### src/rtl/t02_wb_pkg.sv
// Shared types and constants for the Wishbone B4 classic master bridge.
package t02_wb_pkg;

   typedef enum logic [1:0] {WB_IDLE, WB_REQ, WB_DONE} wb_state_t;

   localparam logic [3:0]  WB_SEL_ALL  = 4'hF;
   localparam logic [31:0] WB_ERR_DATA = 32'hBAD1_BAD1;

endpackage

### src/rtl/t02_wb_master.sv
// Single-port RAM request -> one Wishbone B4 classic cycle, with ACK timeout.
// CYC/STB/busy are decoded from the state register, so an async reset drops
// the bus cycle immediately without waiting for a clock edge.
module t02_wb_master
   import t02_wb_pkg::*;
#(
   parameter int          TIMEOUT_CYCLES = 255,
   parameter logic [31:0] ERR_DATA       = WB_ERR_DATA
) (
   input  logic        CLK,
   input  logic        nRST,
   input  logic        Ren,
   input  logic        Wen,
   input  logic [31:0] ramaddr,
   input  logic [31:0] ramstore,
   output logic [31:0] ramload,
   output logic        busy_o,
   output logic        bus_err,
   output logic        CYC_O,
   output logic        STB_O,
   output logic        WE_O,
   output logic [31:0] ADR_O,
   output logic [31:0] DAT_O,
   output logic [3:0]  SEL_O,
   input  logic [31:0] DAT_I,
   input  logic        ACK_I
);

   // Counter value seen in the last REQ cycle before the abort.
   localparam logic [15:0] LP_TO_LAST = 16'(TIMEOUT_CYCLES - 1);

   wb_state_t   r_state;
   logic [15:0] r_cnt;
   logic [31:0] r_adr;
   logic [31:0] r_dat;
   logic        r_we;
   logic [31:0] r_load;
   logic        r_err;

   logic        w_req;
   logic        w_idle;
   logic        w_in_req;
   logic        w_timeout;

   assign w_req     = Ren | Wen;
   assign w_idle    = (r_state == WB_IDLE);
   assign w_in_req  = (r_state == WB_REQ);
   assign w_timeout = (r_cnt == LP_TO_LAST);

   // Control FSM: IDLE -> REQ on request, REQ -> DONE on ACK or timeout, DONE -> IDLE.
   always_ff @(posedge CLK or negedge nRST) begin
      if (!nRST) begin
         r_state <= WB_IDLE;
      end else begin
         case (r_state)
            WB_IDLE: if (w_req)               r_state <= WB_REQ;
            WB_REQ:  if (ACK_I || w_timeout)  r_state <= WB_DONE;
            WB_DONE:                          r_state <= WB_IDLE;
            default:                          r_state <= WB_IDLE;
         endcase
      end
   end

   // Latch the request on acceptance; Wen wins when both strobes are high.
   always_ff @(posedge CLK or negedge nRST) begin
      if (!nRST) begin
         r_adr <= 32'h0;
         r_dat <= 32'h0;
         r_we  <= 1'b0;
      end else if (w_idle && w_req) begin
         r_adr <= ramaddr;
         r_dat <= ramstore;
         r_we  <= Wen;
      end
   end

   // Timeout counter: cleared on acceptance, counts unacknowledged REQ cycles, saturates.
   always_ff @(posedge CLK or negedge nRST) begin
      if (!nRST) begin
         r_cnt <= 16'h0;
      end else if (w_idle && w_req) begin
         r_cnt <= 16'h0;
      end else if (w_in_req && !ACK_I && !w_timeout && (r_cnt != 16'hFFFF)) begin
         r_cnt <= r_cnt + 16'h1;
      end
   end

   // Completion: ACK takes priority over a simultaneous timeout; error flag is sticky.
   always_ff @(posedge CLK or negedge nRST) begin
      if (!nRST) begin
         r_load <= 32'h0;
         r_err  <= 1'b0;
      end else if (w_in_req) begin
         if (ACK_I) begin
            if (!r_we) r_load <= DAT_I;
         end else if (w_timeout) begin
            r_err <= 1'b1;
            if (!r_we) r_load <= ERR_DATA;
         end
      end
   end

   assign CYC_O   = w_in_req;
   assign STB_O   = w_in_req;
   assign WE_O    = r_we;
   assign ADR_O   = r_adr;
   assign DAT_O   = r_dat;
   assign SEL_O   = WB_SEL_ALL;
   assign ramload = r_load;
   assign bus_err = r_err;
   assign busy_o  = w_in_req | (w_idle & w_req);

endmodule

### config.mk
export PLATFORM = sky130hd
export DESIGN_NAME = t02_wb_master
export DESIGN_NICKNAME = d
export VERILOG_FILES = /design/src/rtl/t02_wb_pkg.sv /design/src/rtl/t02_wb_master.sv
export SDC_FILE = /design/constraint.sdc
export NUM_CORES = 1
export LEC_CHECK = 0
export ABC_AREA = 1
export CAP_MARGIN = 20
export CELL_PAD_IN_SITES_DETAIL_PLACEMENT = 2
export CELL_PAD_IN_SITES_GLOBAL_PLACEMENT = 2
export CORE_ASPECT_RATIO = 2
export CORE_MARGIN = 2
export CORE_UTILIZATION = 24
export CTS_CLUSTER_SIZE = 20
export DETAILED_ROUTE_END_ITERATION = 12
export DONT_BUFFER_PORTS = 1
export PLACE_DENSITY = 0.62
export SYNTH_ARGS = -nofsm -noshare
export SYNTH_HDL_FRONTEND = slang
export SYNTH_SLANG_ARGS = --single-unit
### constraint.sdc
create_clock -name CLK -period 2.6 [get_ports CLK]
set_input_delay 0.52 -clock CLK [delete_from_list [all_inputs] [get_ports CLK]]
set_output_delay 0.52 -clock CLK [all_outputs]
set_load 0.05 [all_outputs]
==> results.yml <==
status:
  status: "finished with violations"
  violations: "negative hold slack"
job:
  timing.max_cap.violations: 0
yosys:
  netlist_instances: 649
  ys_seq_elements: 116
  post_synth_num_cell_types: 28
  post_synth_instance_area_um2: 5260
  ys_top_cells_by_count: "340 x sky130_fd_sc_hd__nand2_1, 116 x sky130_fd_sc_hd__dfrtp_1, 40 x sky130_fd_sc_hd__inv_1, 37 x sky130_fd_sc_hd__nand4_1, 25 x sky130_fd_sc_hd__nand3_1"
  async_reset_ff_frac: 1.00
  synth_seq_area_share: 0.552
  netlist_top_cells_area: "sky130_fd_sc_hd__dfrtp_1 55%, sky130_fd_sc_hd__nand2_1 24%, sky130_fd_sc_hd__nand4_1 4.4%"
  share_of_the_synthesized_area_in_the_top_cell_type: 0.552
  synthMostInstantiatedCell: "sky130_fd_sc_hd__nand2_1"
  synth_top_cell_by_area: "sky130_fd_sc_hd__dfrtp_1"
  number_of_warning_messages_in_the_yosys_log: 0
  dominantRegCellSynth: "sky130_fd_sc_hd__dfrtp_1"
  number_of_synthesized_flops_with_an_enable_pin: 0
  synth_area_per_cell_um2: 8.10
critical_path:
  critical_path_peak_fanout: 7
  max_stage_delay_ns: 0.38
  reg2reg_from: "r_cnt[0]"
  crit_path_end_kind: "primary output"
  critical-path-slowest-cell: "sky130_fd_sc_hd__dfrtp_1"
  critPathRequiredTime_ns: 2.08
  criticalPathCategory: "reg2out"
  worstPathCellList: "nor2_1 -> o21ai_4 -> nand2_1"
  critPathArrivalTime_ns: 1.57
  crit_start: "r_state[0]"
  cp-start-kind: "flop"
drt:
  detailedRoute.firstPassIterationCount: 4
  detail_route.iter0.violations: 166
  vias_per_cell: 4.65
  detailroute.via_count: 4295
  drt.antenna.violating_nets: 0
  detail_route.wirelength_mm: 17.1
  avgRoutedWirePerCell_um: 18.5
  remaining_drcs: 0
clock_network:
  cts-root-buf: "sky130_fd_sc_hd__clkbuf_16"
  tritoncts: "done"
  cts-root-to-sink-buffers: 2
  tritoncts.num_buffers: 17
  clk-insertion-delay-late_ns: 0.43
  tritoncts_num_sinks: 116
  cts.repair_timing.setup_buffer_count: 0
  clk_transition_reported_paths_ns: 0.06
  cts.htree.levels: 4
  cts_repair_resize_count: 0
floorplanning:
  num_rows: 76
  start_util: 0.245
  ioPinCount: 206
  core_area_um2: 21500
  die_width_um: 109
  floorplan.die_area_um2: 23200
  die_height_um: 213
power_and_ir_drop:
  power.clock.fraction: 0.246
  power.switching_mw: 5.48
  powerDensity_nw_per_um2: 1680
  power.share.sequential: 0.557
  p_comb_frac: 0.197
  irDropWorstVdd_mv: 0.684
  p_leak_nw: 3.24
  switching_share: 0.538
  internal_power_mw: 4.71
sta:
  timing_worst_slew_pin_value_ns: 0.816
  clock.fmax_mhz: 478
  fin_crit_ns: 2.09
  grt_setup_unrepaired: "no"
  timing.final.hold_violations: 116
  maxSlewHeadroom: 0.456
  post-route-period-util: 0.804
  skew_ns: 0.00683
  final_slew_violations: 0
  setup-tns-final_ns: 0
  setup_viol_count_final: 0
  timing.hold.ws_ns: -0.210
layout:
  area_growth_pct: 15.4
  finalNetCount: 741
  final_design_area_no_fill_um2: 6070
  n_antenna_cell: 0
  proportion_of_layout_cells_with_a_drive_suffix_above_1: 0.0814
global_routing:
  grtUsageMet1: 0.140
  busiest_layer_in_global_routing: "met2"
  via_count_of_the_first_global_routing_pass: 4838
  global_route.overflow_total: 0
  grt_antenna_before_repair: 0
  met2_usage: 0.292
  gr-usage-all-layers: 0.153
  global_route_wire_length_before_repair_mm: 26.5
  pin_count_of_the_biggest_net_entering_global_routing: 117
  grt.met3_usage: 0.0526
place:
  placed_cell_area_um2: 5450
  globalplace.congestion: 0.761
  io_buffers: 0
  place.detailed.hpwl_mm: 12.2
min_path:
  min_path_type: "in2async"
state kept, by name (all words and copies together) (netlist names):
register,flops
DAT_O,32
ramload,32
WE_O,1
r_state,2
bus_err,1
r_cnt,16
ADR_O,32
power groups by stage:
stage / Combinational, mW / Clock (mW) / Sequential [mW]
after floorplan: 1.62 / 0 / 5.48
after global placement: 1.90 / 0 / 5.72
after detailed placement: 2.06 / 0 / 5.74
after CTS: 2.07 / 2.59 / 5.71
after global routing: 2.35 / 2.65 / 5.77
final: 2.01 / 2.51 / 5.67
worst max-delay path, delay by kind of cell, from the launching register on:
kind             cells  cell delay [ns]
AO/OA/AOI/OAI        1             0.14
AND/OR/NAND/NOR      2             0.62
flip-flops           1             0.38
cell families after synthesis:
kind of cell / Yosys count / synth area share
buf+inv: 83 / 0.0754
compound gates: 6 / 0.00642
other cells: 1 / 0.000713
xor+xnor: 8 / 0.0133
fa+ha+maj: 2 / 0.00476
simple gates: 433 / 0.348
flops: 116 / 0.552
final timing paths:
kind / endpoint / depth (start not counted) / slack, ns
setup / recovery: busy_o / 3 / 0.51
hold / removal: r_cnt[9] / 0 / -0.21
setup reg to reg: ramload[19] / 9 / 0.67
hold reg to reg: r_cnt[0] / 2 / 0.58
max in group asynchronous: ramload[10] / 0 / 2.65
min in group CLK: DAT_O[16] / 2 / 0.20
routing by layer:
metal,up-vias,wire length [µm],part of all wire
met5,-,0,0
met4,0,568,0.033
met3,29,988,0.058
met2,127,10000,0.59
met1,2165,5460,0.32
li1,1974,-,-
area by class of cell:
cell class / count / area [µm²]
clock buffers: 19 / 443
fillers: 2525 / 15400
well taps: 273 / 342
multi-input cells: 453 / 1980
clock inverters: 13 / 183
inverters: 45 / 169
repair buffers: 5 / 50.0
flip-flops and latches: 116 / 2900
placed cells by master (no fill, tap or decap), drive strengths merged:
| master | count |
|---|---|
| nand2 | 345 |
| dfrtp | 116 |
| inv | 42 |
| nand4 | 37 |
| nand3 | 27 |
| nor2 | 24 |
| clkbuf | 19 |
| clkinv | 11 |
| xor2 | 7 |
| buf | 5 |
| conb | 4 |
| bufinv | 4 |
| o21ai | 4 |
| ha | 2 |
| xnor2 | 1 |
| a21oi | 1 |
| a31o | 1 |
| clkinvlp | 1 |
through the flow:
| step | utilization | cells | total power [mW] | setup WS (ns) |
|---|---|---|---|---|
| floorplan | - | 652 | 7.11 | 0.470 |
| global placement | 0.253 | 892 | 7.62 | 0.713 |
| detailed placement | 0.253 | 892 | 7.80 | 0.668 |
| CTS | 0.283 | 924 | 10.4 | 0.470 |
| global route | 0.283 | 924 | 10.8 | 0.434 |
| finish | 0.283 | 924 | 10.2 | 0.510 |
Power figures use the tool's default switching activity.
